**src/rtl/cdb_arbiter.sv**
```systemverilog
// Common Data Bus arbiter: picks one finished reservation station per cycle
// in round-robin order and registers its tag, value and destination onto the
// CDB. The station granted last cycle is masked so a slow-to-drop requester
// cannot win twice in a row.
module cdb_arbiter #(
  parameter int NUM_RS = 4,
  parameter int DATA_W = 16,
  parameter int TAG_W  = 3,
  parameter int REG_W  = 3
) (
  input  logic                       clk_i,
  input  logic                       rst_ni,
  input  logic [NUM_RS-1:0]          req_i,
  input  logic [NUM_RS*DATA_W-1:0]   data_i,
  input  logic [NUM_RS*REG_W-1:0]    rtarget_i,
  input  logic                       hold_i,
  output logic [NUM_RS-1:0]          grant_o,
  output logic                       cdb_valid_o,
  output logic [TAG_W-1:0]           cdb_tag_o,
  output logic [DATA_W-1:0]          cdb_data_o,
  output logic [REG_W-1:0]           cdb_rtarget_o
);

  localparam int PTR_W = (NUM_RS > 1) ? $clog2(NUM_RS) : 1;

  if (NUM_RS < 2 || NUM_RS > 7 || NUM_RS > (1 << TAG_W) - 1) begin : g_bad_param
    $error("cdb_arbiter: NUM_RS must be 2..7 and fit in TAG_W with tag 0 reserved");
  end

  logic [NUM_RS-1:0] grant_q,   grant_d;
  logic              valid_q,   valid_d;
  logic [TAG_W-1:0]  tag_q,     tag_d;
  logic [DATA_W-1:0] data_q,    data_d;
  logic [REG_W-1:0]  rtarget_q, rtarget_d;
  logic [PTR_W-1:0]  ptr_q,     ptr_d;

  logic [NUM_RS-1:0] eligible;
  logic [PTR_W:0]    scan_idx;
  logic [PTR_W-1:0]  win;
  logic              found;

  // Round-robin search: first eligible station starting at ptr, wrapping mod NUM_RS.
  always_comb begin
    eligible = req_i & ~grant_q;
    found    = 1'b0;
    win      = '0;
    scan_idx = '0;
    for (int k = 0; k < NUM_RS; k++) begin
      scan_idx = {1'b0, ptr_q} + (PTR_W+1)'(k);
      if (scan_idx >= (PTR_W+1)'(NUM_RS)) begin
        scan_idx = scan_idx - (PTR_W+1)'(NUM_RS);
      end
      if (!found && eligible[scan_idx[PTR_W-1:0]]) begin
        found = 1'b1;
        win   = scan_idx[PTR_W-1:0];
      end
    end
  end

  // Next broadcast: Hold freezes the bus, otherwise load the winner or go idle.
  always_comb begin
    grant_d   = '0;
    valid_d   = valid_q;
    tag_d     = tag_q;
    data_d    = data_q;
    rtarget_d = rtarget_q;
    ptr_d     = ptr_q;
    if (!hold_i) begin
      if (found) begin
        grant_d   = NUM_RS'(1) << win;
        valid_d   = 1'b1;
        tag_d     = TAG_W'(win) + TAG_W'(1);
        data_d    = data_i[int'(win)*DATA_W +: DATA_W];
        rtarget_d = rtarget_i[int'(win)*REG_W +: REG_W];
        ptr_d     = (win == PTR_W'(NUM_RS-1)) ? '0 : win + PTR_W'(1);
      end else begin
        valid_d = 1'b0;
        tag_d   = '0;
      end
    end
  end

  // Broadcast and pointer registers; reset discards any pending broadcast.
  always_ff @(posedge clk_i) begin
    if (!rst_ni) begin
      grant_q   <= '0;
      valid_q   <= 1'b0;
      tag_q     <= '0;
      data_q    <= '0;
      rtarget_q <= '0;
      ptr_q     <= '0;
    end else begin
      grant_q   <= grant_d;
      valid_q   <= valid_d;
      tag_q     <= tag_d;
      data_q    <= data_d;
      rtarget_q <= rtarget_d;
      ptr_q     <= ptr_d;
    end
  end

  assign grant_o       = grant_q;
  assign cdb_valid_o   = valid_q;
  assign cdb_tag_o     = tag_q;
  assign cdb_data_o    = data_q;
  assign cdb_rtarget_o = rtarget_q;

endmodule

```
**config.mk**
```make
export PLATFORM = sky130hd
export DESIGN_NAME = cdb_arbiter
export DESIGN_NICKNAME = d
export VERILOG_FILES = /design/src/rtl/cdb_arbiter.sv
export SDC_FILE = /design/constraint.sdc
export NUM_CORES = 1
export LEC_CHECK = 0
export CELL_PAD_IN_SITES_DETAIL_PLACEMENT = 0
export CELL_PAD_IN_SITES_GLOBAL_PLACEMENT = 1
export CORE_MARGIN = 2
export CORE_UTILIZATION = 27
export CTS_CLUSTER_DIAMETER = 30
export DETAILED_ROUTE_END_ITERATION = 10
export GPL_TIMING_DRIVEN = 0
export PLACE_DENSITY = 0.85
export SETUP_SLACK_MARGIN = 0.2
export SLEW_MARGIN = 20
export SYNTH_ARGS = -nofsm -noshare
export SYNTH_HDL_FRONTEND = slang
export SYNTH_SLANG_ARGS = --single-unit
```
**constraint.sdc**
```tcl
create_clock -name clk_i -period 2.7 [get_ports clk_i]
set_input_delay 0.27 -clock clk_i [delete_from_list [all_inputs] [get_ports clk_i]]
set_output_delay 0.27 -clock clk_i [all_outputs]
set_load 0.01 [all_outputs]
```
# ---- Yosys cells after proc, flatten, opt, wreduce, memory -nomap -nowiden
# Cells that the tools add are included.
dict set report totals {
  register_bits 29
  input_bits 83
  out_inout_bits 27
}
dict set report op_classes {
  n_addsub 9
  mul 1
  order_cmp 8
  n_eq_ne 1
  shifts 3
  mux 23
  n_bitwise 5
  reduce_logical 8
}
# cell n
set op_table {}
lappend op_table {{indexed part select 64 x 7 -> 16 bit} 1}
lappend op_table {{2-to-1 mux 2 bit} 9}
lappend op_table {{less-than comparator 2 x 3 -> 1 bit (second input constant)} 4}
lappend op_table {{indexed part select 12 x 5 -> 3 bit} 1}
lappend op_table {{greater-or-equal comparator 3 bit (second input constant)} 3}
lappend op_table {{2-to-1 mux 1 bit} 9}
lappend op_table {{binary-select mux 1 bit (select 2 bit)} 4}
lappend op_table {{subtractor 2 x 1 -> 2 bit (second input constant)} 4}
lappend op_table {{adder 2 x 1 -> 3 bit (second input constant)} 2}
lappend op_table {{adder 2 x 2 -> 3 bit (second input constant)} 2}
lappend op_table {{AND 4 bit} 1}
lappend op_table {{multiplier 2 x 2 -> 4 bit (second input constant)} 1}
lappend op_table {{NOT 4 bit} 1}
lappend op_table {{<< shifter 1 x 2 -> 4 bit (first input constant)} 1}
lappend op_table {{greater-or-equal comparator 2 x 3 -> 1 bit (second input constant)} 1}
lappend op_table {{logical AND 1 bit} 3}
lappend op_table {{zero test 1 bit} 3}
lappend op_table {{2-to-1 mux 3 bit} 1}
lappend op_table {{NOT 1 bit} 3}
lappend op_table {{OR reduction 3 bit} 1}
lappend op_table {{adder 2 x 1 -> 2 bit (second input constant)} 1}
lappend op_table {{equality test 2 bit (second input constant)} 1}
lappend op_table {{AND reduction 2 bit} 1}

# ---- Logic depth before layout (Yosys ltp)
# Gate-level depths: netlist of run 1.
dict set report logic_depth {
  depth_word 16
  ltp_mapped 8
  depth_no_buf 6
}

# ---- Least setup slack after synthesis of run 1
# OpenSTA, ideal clock, no wires.
dict set report synth_path {
  kind {register -> register}
  startpoint {register grant_q[1] (netlist: grant_o[1])}
  endpoint {register data_q[0] (netlist: cdb_data_o[0])}
  setup_ps 136
  arrival_ps 1456
  required_ps 2564
  setup_slack_ps 1108
  path_stages_with_launch 8
  n_path_buf 1
  cell_sequence {dfxtp_1 -> nor2b_4 -> a311oi_1 -> o31a_1 -> buf_6 -> mux2_2 -> nand3b_1 -> o221ai_1}
}
dict set report synth_between {
  elab_chain_cells 15
}
# item line
set synth_lines {}
lappend synth_lines {{start, declared} 30} ;# logic [NUM_RS-1:0] grant_q, grant_d;
lappend synth_lines {{start signal, assigned} 93} ;# grant_q <= grant_d;
lappend synth_lines {{NOT 4 bit *} 44} ;# eligible = req_i & ~grant_q;
lappend synth_lines {{AND 4 bit *} 44}
lappend synth_lines {{binary-select mux 1 bit (select 2 bit)} 53} ;# if (!found && eligible[scan_idx[PTR_W-1:0]]) begin
lappend synth_lines {{2-to-1 mux 1 bit (implied by the code)} 53}
lappend synth_lines {{2-to-1 mux 1 bit} 53}
lappend synth_lines {{zero test 1 bit} 53}
lappend synth_lines {{logical AND 1 bit} 53}
lappend synth_lines {{2-to-1 mux 1 bit} 53}
lappend synth_lines {{zero test 1 bit} 53}
lappend synth_lines {{logical AND 1 bit} 53}
lappend synth_lines {{2-to-1 mux 1 bit} 53}
lappend synth_lines {{zero test 1 bit} 53}
lappend synth_lines {{logical AND 1 bit} 53}
lappend synth_lines {{2-to-1 mux 2 bit / 2-to-1 mux 1 bit (equally long branches)} 53}
lappend synth_lines {{indexed part select 64 x 7 -> 16 bit / AND reduction 2 bit (equally long branches)} --}
lappend synth_lines {{end signal, assigned} 96} ;# data_q <= data_d;
lappend synth_lines {{end, declared} 33} ;# logic [DATA_W-1:0] data_q, data_d;
# Mark *: on every way between the ends. The rest lies on a longest branch, timed or not. The select of a mux whose other input is x is not followed.
# A chain may end at the register's enable or synchronous reset.

# ---- Worst setup path in the final report of run 1
dict set report layout_path {
  startpoint {input req_i[0]}
  endpoint {register rtarget_q[2] (netlist: cdb_rtarget_o[2])}
}
dict set report layout_between {
  elab_chain_cells 15
}
# item line
set layout_lines {}
lappend layout_lines {{start, declared} 13} ;# input logic [NUM_RS-1:0] req_i,
lappend layout_lines {{AND 4 bit *} 44}
lappend layout_lines {{binary-select mux 1 bit (select 2 bit)} 53}
lappend layout_lines {{2-to-1 mux 1 bit (implied by the code)} 53}
lappend layout_lines {{2-to-1 mux 1 bit} 53}
lappend layout_lines {{zero test 1 bit} 53}
lappend layout_lines {{logical AND 1 bit} 53}
lappend layout_lines {{2-to-1 mux 1 bit} 53}
lappend layout_lines {{zero test 1 bit} 53}
lappend layout_lines {{logical AND 1 bit} 53}
lappend layout_lines {{2-to-1 mux 1 bit} 53}
lappend layout_lines {{zero test 1 bit} 53}
lappend layout_lines {{logical AND 1 bit} 53}
lappend layout_lines {{2-to-1 mux 2 bit} 53}
lappend layout_lines {{multiplier 2 x 2 -> 4 bit} 74} ;# rtarget_d = rtarget_i[int'(win)*REG_W +: REG_W];
lappend layout_lines {{indexed part select 12 x 5 -> 3 bit} 74}
lappend layout_lines {{end signal, assigned} 97} ;# rtarget_q <= rtarget_d;
lappend layout_lines {{end, declared} 34} ;# logic [REG_W-1:0] rtarget_q, rtarget_d;
# Marked as above.

==> results of run 1 <==
[worst max-delay path, delay by kind of cell]
family	cells	cell delay, ns
simple gates	2	0.45
compound gates	3	0.38
buf+inv	3	0.93
[metrics by stage]
stage | utilization | instances
global placement | 0.478 | 343
CTS | 0.497 | 351
finish | 0.497 | 351
global route | 0.497 | 351
floorplan | - | 159
detailed placement | 0.478 | 343
[cell type report]
| class | count | share of cell area |
|---|---|---|
| timing repair buffer | 109 | 0.375 |
| multi-input combinational | 117 | 0.316 |
| sequential | 29 | 0.199 |
| buffer | 11 | 0.0344 |
| tap | 75 | 0.0322 |
| clock buffer | 7 | 0.0297 |
| clock inverter | 1 | 0.0103 |
| inverter | 2 | 0.00258 |
[cell families after synthesis]
group / after synthesis
compound gates: 32
xor+xnor: 1
buf+inv: 13
flops: 29
mux: 39
simple gates: 45
[layer usage]
metal,part of all wire,vias up
li1,-,822
met1,0.42,737
met2,0.48,65
met3,0.083,6
met4,0.0091,0
met5,0,-
[worst min path at each step]
stage / depth (start not counted) / endpoint / slack [ns] / from
after CTS: 2 / cdb_data_o[9] / 0.47 / cdb_data_o[9]
after global routing: 2 / cdb_data_o[3] / 0.50 / cdb_data_o[3]
after floorplan: 1 / cdb_valid_o / 0.40 / rst_ni
after global placement: 2 / cdb_data_o[11] / 0.44 / cdb_data_o[11]
final: 2 / cdb_data_o[9] / 0.46 / cdb_data_o[9]
after detailed placement: 2 / cdb_data_o[11] / 0.45 / cdb_data_o[11]
[state kept, by name (all words and copies together) (netlist names)]
signal and flops:
ptr_q 2, cdb_rtarget_o 3, cdb_data_o 16, cdb_tag_o 3, cdb_valid_o 1, grant_o 4
[layout by cell type, fill, tap and decap left out]
cell             instances
a21boi_0                 2
a21oi_1                  1
a22oi_1                  2
a311oi_1                 1
a31oi_4                  1
and2_4                   1
and3_1                   1
buf_2                    2
buf_4                    1
buf_6                    7
bufinv_16                1
clkbuf_1                 2
clkbuf_8                 6
clkdlybuf4s50_1        109
dfxtp_1                 29
inv_1                    2
mux2_2                   1
mux2i_1                 38
nand2_1                 22
nand2_2                  1
nand2b_1                 2
nand2b_4                 2
nand3b_1                 1
nor2_1                   5
nor2_2                   1
nor2b_1                  6
nor2b_4                  2
nor3b_1                  1
o21ai_0                  3
o221ai_1                19
o22ai_1                  1
o31a_1                   1
o32a_1                   1
xnor2_1                  1
[power groups by stage]
stage	logic (mW)	registers [mW]	clock network [mW]
floorplan	0.302	0.548	0
global placement	0.613	0.524	0
detailed placement	0.615	0.525	0
CTS	0.617	0.516	0.478
global route	0.656	0.523	0.499
finish	0.605	0.516	0.461
==> reports/qor.yml, run 1 <==
run_status:
  status: "finished clean"
synth:
  syn-mean-instance-area_um2: 10.1
  synth-compound-area-share: 0.169
  synth_largest_area_cell: "dfxtp_1"
  synth_ff_type: "dfxtp_1"
  synth_xor_area_frac: 0.00544
  ys_seq_area_frac: 0.361
  synth_seq_cells: 29
  syn-cell-area_mm2: 0.00161
  synth_top_area_share: 0.361
  synth_commonest_cells: "mux2i_1, dfxtp_1, nand2_1"
  synth.area.top_cells: "dfxtp_1, mux2i_1, o221ai_1"
  synth_top_family_by_area: "multiplexers"
  synth.mux.area_fraction: 0.243
  synth_edf_count: 0
  syn-num-nets: 242
  synth.distinct_cells: 31
  synth_most_common_cell: "mux2i_1"
  synth-async-reset-ratio: 0
  syn_inst: 159
  synthAdderAreaFrac: 0
  ys_warn_count: 0
  synthSimpleGateAreaFrac: 0.155
route:
  drc: 0
  ant_nets: 0
  wirelength_um: 4720
  wl_per_cell_um: 13.4
  first_iter_violations: 58
  viasPerCell: 4.64
  vias: 1630
  firstDrtPassIters: 4
grt:
  gr-total-overflow: 0
  use_met2: 0.251
  grt.met1_usage: 0.172
  grt_usage: 0.147
  grt_max_degree: 11
  grt_first_pass_wirelength_um: 7360
  grt.busiest_layer: "met2"
  grt_pass1_vias: 1567
  antenna_found_initial: 0
  met3_usage: 0.0556
place:
  port-buffer-count: 109
  place_area_mm2: 0.00279
  gp_congestion: 0.757
  post-place-ws_ns: 0.494
  dp_hpwl_um: 3620
power:
  switching_share: 0.273
  p_clk_frac: 0.291
  power_per_cell_area_mw_per_mm2: 544
  total_power_mw: 1.58
  p_int_mw: 1.15
  power_switching_mw: 0.432
  p_seq_frac: 0.326
  combPwrFrac: 0.382
  leakage_nw: 1.21
  ir_worst_vdd_uv: 248
timing:
  timing.hold.ws_ns: 0.463
  finalHoldViolations: 0
  slew-limit-headroom: 0.702
  rsz0062_at_grt: "no"
  layout_min_cycle_time_ns: 1.90
  period_share: 0.702
  setup_ws_ns: 0.805
  setup_viol: 0
  finClkSkew_ns: 0.00453
  setup_tns_ns: 0
  slew_violations: 0
  worst_pin_slew_ns: 0.447
  max_freq_ghz: 0.528
critical_path:
  crit_fanout: 10
  startpoint: "req_i[0]"
  cp-start-kind: "input pin"
  r2r_setup_slack_ns: 0.93
  worst_r2r_path_depth: 8
  critPathKind: "input pin to flop"
  rr_endpoint: "cdb_data_o[12]"
  arrival_ns: 2.04
  required_ns: 2.85
  end_kind: "flop"
  slowest_stage: "clkdlybuf4s50_1"
  worstSetupEndpoint: "cdb_rtarget_o[2]"
  cpPeakStageDelay_ns: 0.50
  regToRegStartpoint: "grant_o[3]"
  crit_chain: "clkdlybuf4s50_1 > nor3b_1 > o21ai_0 > o31a_1 > buf_6 > nand2_2 > buf_2 > o221ai_1"
floorplanning:
  fp.coreArea_mm2: 0.00585
  die_w_um: 81.2
  die-area_mm2: 0.00659
  initial_utilization: 0.275
  rows: 28
  ios: 110
  die_h_um: 81.2
finish:
  num_antenna_cells: 0
  final_area_mm2: 0.00291
  seqCellArea_um2: 581
  n_fill_cell: 581
  nets: 358
  multiInputGateArea_um2: 921
  syn2layout_area_growth_pct: 80.9
  layout-drive-gt1-share: 0.0942
clocking:
  clk_pin_slew_ns: 0.06
  cts_tree: "built"
  clock_sinks: 29
  cts_resized: 0
  cts_setup_buffers: 0
  clock-root-buffer: "clkbuf_8"
  clk_latency_ns: 0.28
  ctsHoldBuffers: 0
  cts_buffers: 5
  cts_max_level: 2
  cts_buffer_depth: 2
job:
  max-cap-violations: 0
hold_path:
  holdCritPathClass: "flop to flop"
No activity file was read; power rests on OpenSTA's default activity.
==> run 2, diff against run 1 <==
--- a/config.mk
+++ b/config.mk
@@ -8,11 +8,11 @@
 export CELL_PAD_IN_SITES_DETAIL_PLACEMENT = 0
 export CELL_PAD_IN_SITES_GLOBAL_PLACEMENT = 1
 export CORE_MARGIN = 2
-export CORE_UTILIZATION = 27
+export CORE_UTILIZATION = 22
 export CTS_CLUSTER_DIAMETER = 30
 export DETAILED_ROUTE_END_ITERATION = 10
 export GPL_TIMING_DRIVEN = 0
-export PLACE_DENSITY = 0.85
+export PLACE_DENSITY = 0.74
 export SETUP_SLACK_MARGIN = 0.2
 export SLEW_MARGIN = 20
 export SYNTH_ARGS = -nofsm -noshare
==> constraint.sdc (replaced) <==
create_clock -name clk_i -period 1.6 [get_ports clk_i]
set_input_delay 0.16 -clock clk_i [delete_from_list [all_inputs] [get_ports clk_i]]
set_output_delay 0.16 -clock clk_i [all_outputs]
set_load 0.01 [all_outputs]
==> run 2 against run 1 <==
Effect of this change:
- the run now ends with negative setup slack left
- global-route usage down 0.90 points
- via count up 5.1%
- critical path depth down 1
- sequential cell count unchanged
- clock-buffer cell count down 1
- cell count up 11%
- core utilization down 4.4 points
- wire length up 16%
- worst setup slack worse by 0.90 ns
- clock skew up 0.0026 ns
- clock power up 27%
- combinational power up 110%
- largest cell class unchanged
==> reports/qor.yml, run 2 (same netlist as run 1, synthesis figures left out) <==
hold_path:
  whs_path_depth: 2
  whs_endpoint: "cdb_data_o[12]"
  holdCritPathClass: "flop to flop"
  hp-start: "cdb_data_o[12]"
run_status:
  status: "complete, but fails checks"
  violations: "negative setup slack"
finish:
  num_antenna_cells: 0
  final_cell_mix: "clkdlybuf4s50_1, mux2i_1, dfxtp_1"
  syn2layout_area_growth_pct: 102
  nets: 371
  largest_reg_flops: 16
  final_common_cell: "clkdlybuf4s50_1"
  post-route-util: 0.454
  layout-drive-gt1-share: 0.225
route:
  wirelength_um: 5500
  firstDrtPassIters: 4
  drc: 0
  ant_nets: 0
  first_iter_violations: 40
  vias: 1713
  viasPerCell: 4.41
  wl_per_cell_um: 14.2
timing:
  finalHoldViolations: 0
  layout_min_cycle_time_ns: 1.69
  setup_viol: 21
  setup_tns_ns: -1.28
  max_freq_ghz: 0.591
  setup_ws_ns: -0.0928
  rsz0062_at_grt: "yes"
  slew-limit-headroom: 0.813
  slew_violations: 0
  finClkSkew_ns: 0.00713
  worst_pin_slew_ns: 0.280
  period_share: 1.06
  timing.hold.ws_ns: 0.461
clocking:
  clock_sinks: 29
  cts_buffers: 5
  clk_latency_ns: 0.29
  cts_tree: "built"
  ctsHoldBuffers: 0
  clk_pin_slew_ns: 0.07
  cts_max_level: 2
  cts_buffer_depth: 2
  clock-root-buffer: "clkbuf_8"
critical_path:
  cpPeakStageDelay_ns: 0.36
  cp-start-kind: "flop"
  arrival_ns: 1.91
  slowest_stage: "o32a_1"
  crit_chain: "nor2b_4 > nor2_1 > o32a_1 > buf_6 > buf_12 > mux2i_4 > o221ai_2"
  path_delay_family: "compound AO/OA/AOI/OAI gates"
  regToRegStartpoint: "grant_o[1]"
  worst-path-stages: 7
  required_ns: 1.81
  crit_fanout: 10
  critPathKind: "flop to flop"
  crit_buf_inv: 2
  r2r_setup_slack_ns: -0.09
  end_kind: "flop"
  rr_endpoint: "cdb_data_o[11]"
  worst_r2r_path_depth: 7
grt:
  grt_max_degree: 11
  grt_usage: 0.138
  gr-total-overflow: 0
  grt_first_pass_wirelength_um: 8220
  antenna_found_initial: 0
  grt_pass1_vias: 1693
job:
  max-cap-violations: 0
place:
  post-place-ws_ns: -0.554
  gp_congestion: 0.800
  port-buffer-count: 109
  dp_hpwl_um: 3910
floorplanning:
  ios: 110
  initial_utilization: 0.224
  die_h_um: 89.5
  die-area_mm2: 0.00801
  rows: 31
  fp.coreArea_mm2: 0.00718
  die_w_um: 89.5
power:
  power_per_cell_area_mw_per_mm2: 846
  leakage_nw: 1.31
  total_power_mw: 2.76
  ir_worst_vdd_uv: 392
run 2: cell count changes in the layout (fill, tap and decap cells not counted), moves of 3 or more:
cell / before / now
mux2i_1: 38 / 31
buf_4: 1 / 6
buf_8: 0 / 5
mux2i_2: 0 / 5
dfxtp_1: 29 / 25
dfxtp_2: 0 / 3
o221ai_1: 19 / 16
o221ai_2: 0 / 3
run 2: worst min-delay path: cells and delay by family (launching register included):
family | cells | cell delay (ns)
simple gates | 1 | 0.05
flops | 1 | 0.32
compound gates | 1 | 0.06
run 2: stage by stage:
stage               instances  instance area (µm²)
floorplan                 159                 1650
global placement          367                 2860
detailed placement        367                 2860
CTS                       386                 3150
global route              388                 3260
finish                    388                 3260
run 2: cell type report:
class	instances	area, µm²
Timing Repair Buffer	122	1250
Inverter	2	7.51
Tap cell	99	124
Clock buffer	6	72.6
Fill cell	686	3920
Buffer	11	144
Sequential cell	29	588
Multi-Input combinational cell	117	1060
Clock inverter	2	10.0
run 2: what timing repair did:
action | CTS | global route
setup buffers | 9 | 2
cloned | 2 | 0
pin swaps | 6 | 8
setup endpoints to repair | 28 | 28
gates resized for setup | 24 | 22
run 2: how the worst max path moves through the flow:
stage,startpoint,end,slack (ns)
after global routing,grant_o[1],cdb_data_o[13],-0.15
after global placement,req_i[3],cdb_rtarget_o[1],-0.57
final,grant_o[1],cdb_data_o[11],-0.09
after detailed placement,req_i[3],cdb_rtarget_o[1],-0.55
after floorplan,grant_o[2],cdb_data_o[0],0.04
after CTS,req_i[3],cdb_data_o[1],-0.08
run 2: power breakdown:
part / switching (mW) / total [mW] / internal (mW)
Combinational: 0.503 / 1.29 / 0.792
Sequential: 0.0563 / 0.876 / 0.820
Clock: 0.285 / 0.585 / 0.300
run 2: per-layer routing:
layer	global-route usage	part of all wire	vias to the layer above
li1	-	-	849
met1	0.156	0.41	780
met2	0.236	0.48	76
met3	0.0545	0.097	8
met4	0.0488	0.014	0
met5	0	0	-
==> patch, RTL diff (config.mk and constraints of run 1) <==
`REG_W`: 3 -> 6.
--- a/src/rtl/cdb_arbiter.sv
+++ b/src/rtl/cdb_arbiter.sv
@@ -7,5 +7,5 @@
   parameter int DATA_W = 16,
   parameter int TAG_W  = 3,
-  parameter int REG_W  = 3
+  parameter int REG_W  = 6
 ) (
   input  logic                       clk_i,
Ports: changed (resized cdb_rtarget_o and rtarget_i); port bits go from 110 to 125. The function was not compared with the original's and may differ.
==> patch against run 1 <==
  * Via count rose by 22%
  * Worst setup slack got worse by 0.24 ns
  * Area after synthesis rose by 10%
  * Design area rose by 11%
  * Power rose by 3.1%
  * Sequential cell count rose by 3
  * Largest power group unchanged
  * Wire length rose by 33%
  * Hold slack got worse by 0.057 ns
  * Die area rose by 9.5%
  * Global-route usage rose by 2.8 points
  * Maximum frequency fell by 11%
  * Final cell count rose by 16%
==> patch: results <==
[timing]
fin_skew_ns = 0.00737
relSlewSlack = 0.440

[yosys]
synth_top_family_by_area = "simple AND/OR/NAND/NOR gates"
syn-num-nets = 295
synthAdderAreaFrac = 0
ys_types = 32
synth_mux_area_frac = 0.131
yosysSeqAreaShare = 0.362
synth_common_cells = "nand3_1 (45), dfxtp_1 (32), nand2_1 (23)"
synthXorXnorAreaFrac = 0.00495
synth_compound_area_frac = 0.185
synth.area.top_cells = "dfxtp_1 (36%), nand3_1 (13%), mux2i_1 (12%)"

[run_status]
outcome = "complete, no violations"

[pwr]
power_leakage_nw = 1.23
p_int_mw = 1.18
ir_worst_vdd_mv = 0.287

[finish]
layout-drive-gt1-share = 0.0876
fin_nets = 425
nFillCells = 608

[setup_path]
cp.arrival_ns = 2.33

[grt]
grt_pass1_vias = 2050
grt_first_pass_wirelength_microns = 10000
grt_usage = 0.175

[clock_tree]
clkLatencyLatePin_ns = 0.28

[drt]
detail_route.iter0.violations = 63
wl_per_cell_microns = 15.4
via_count = 1986

[placed_design]
place_hpwl_microns = 4790
io_buffers = 123
gp_routability_congestion = 0.732

[worst_hold_path]
hp-class = "in -> reg"
-- patch: critical path, cell delays in order --
cell	delay [ns]
clkdlybuf4s50_1	0.47
nor2b_1	0.17
o21ai_1	0.13
a2111oi_4	0.83
buf_6	0.24
nand3_1	0.09
o2111ai_1	0.11
-- patch: cell type report --
cell class | count | share of cell area
plain buffers | 18 | 0.0384
inverters | 2 | 0.00233
repair buffers | 123 | 0.382
clock buffers | 7 | 0.0299
flip-flops and latches | 32 | 0.199
clock inverters | 1 | 0.00932
well taps | 77 | 0.0299
multi-input cells | 148 | 0.309
-- patch: logic make-up after synthesis --
group / count (synthesis)
buf+inv: 20
compound gates: 37
flops: 32
simple gates: 87
mux: 23
xor+xnor: 1
-- patch: worst paths after layout --
kind,startpoint,endpoint,slack [ns],cells past startpoint
min,hold_i,cdb_tag_o[1],0.41,3
min reg2reg,cdb_data_o[15],cdb_data_o[15],0.46,2
max,req_i[3],cdb_rtarget_o[5],0.57,7
max reg2reg,ptr_q[1],cdb_rtarget_o[5],0.72,6
-- patch: per-layer routing --
metal / wire length [microns] / GRT usage / vias up
li1: - / - / 1005
met1: 2670 / 0.207 / 913
met2: 3190 / 0.308 / 61
met3: 374 / 0.0496 / 7
met4: 63 / 0.0476 / 0
met5: 0 / 0 / -
-- patch: metrics by stage --
stage                     cell area (sq um)  std cells  setup slack (ns)  utilization
after global placement                 3100        400             0.300        0.488
final                                  3220        408             0.569        0.508
after global routing                   3220        408             0.409        0.508
after CTS                              3220        408             0.582        0.508
after floorplan                        1770        200              1.00            -
after detailed placement               3100        400             0.312        0.488
-- patch: power groups by stage --
stage	registers (mW)	clock network, mW	logic, mW
finish	0.562	0.502	0.567
global route	0.570	0.532	0.612
CTS	0.562	0.514	0.576
detailed placement	0.572	0	0.574
global placement	0.571	0	0.571
floorplan	0.595	0	0.234
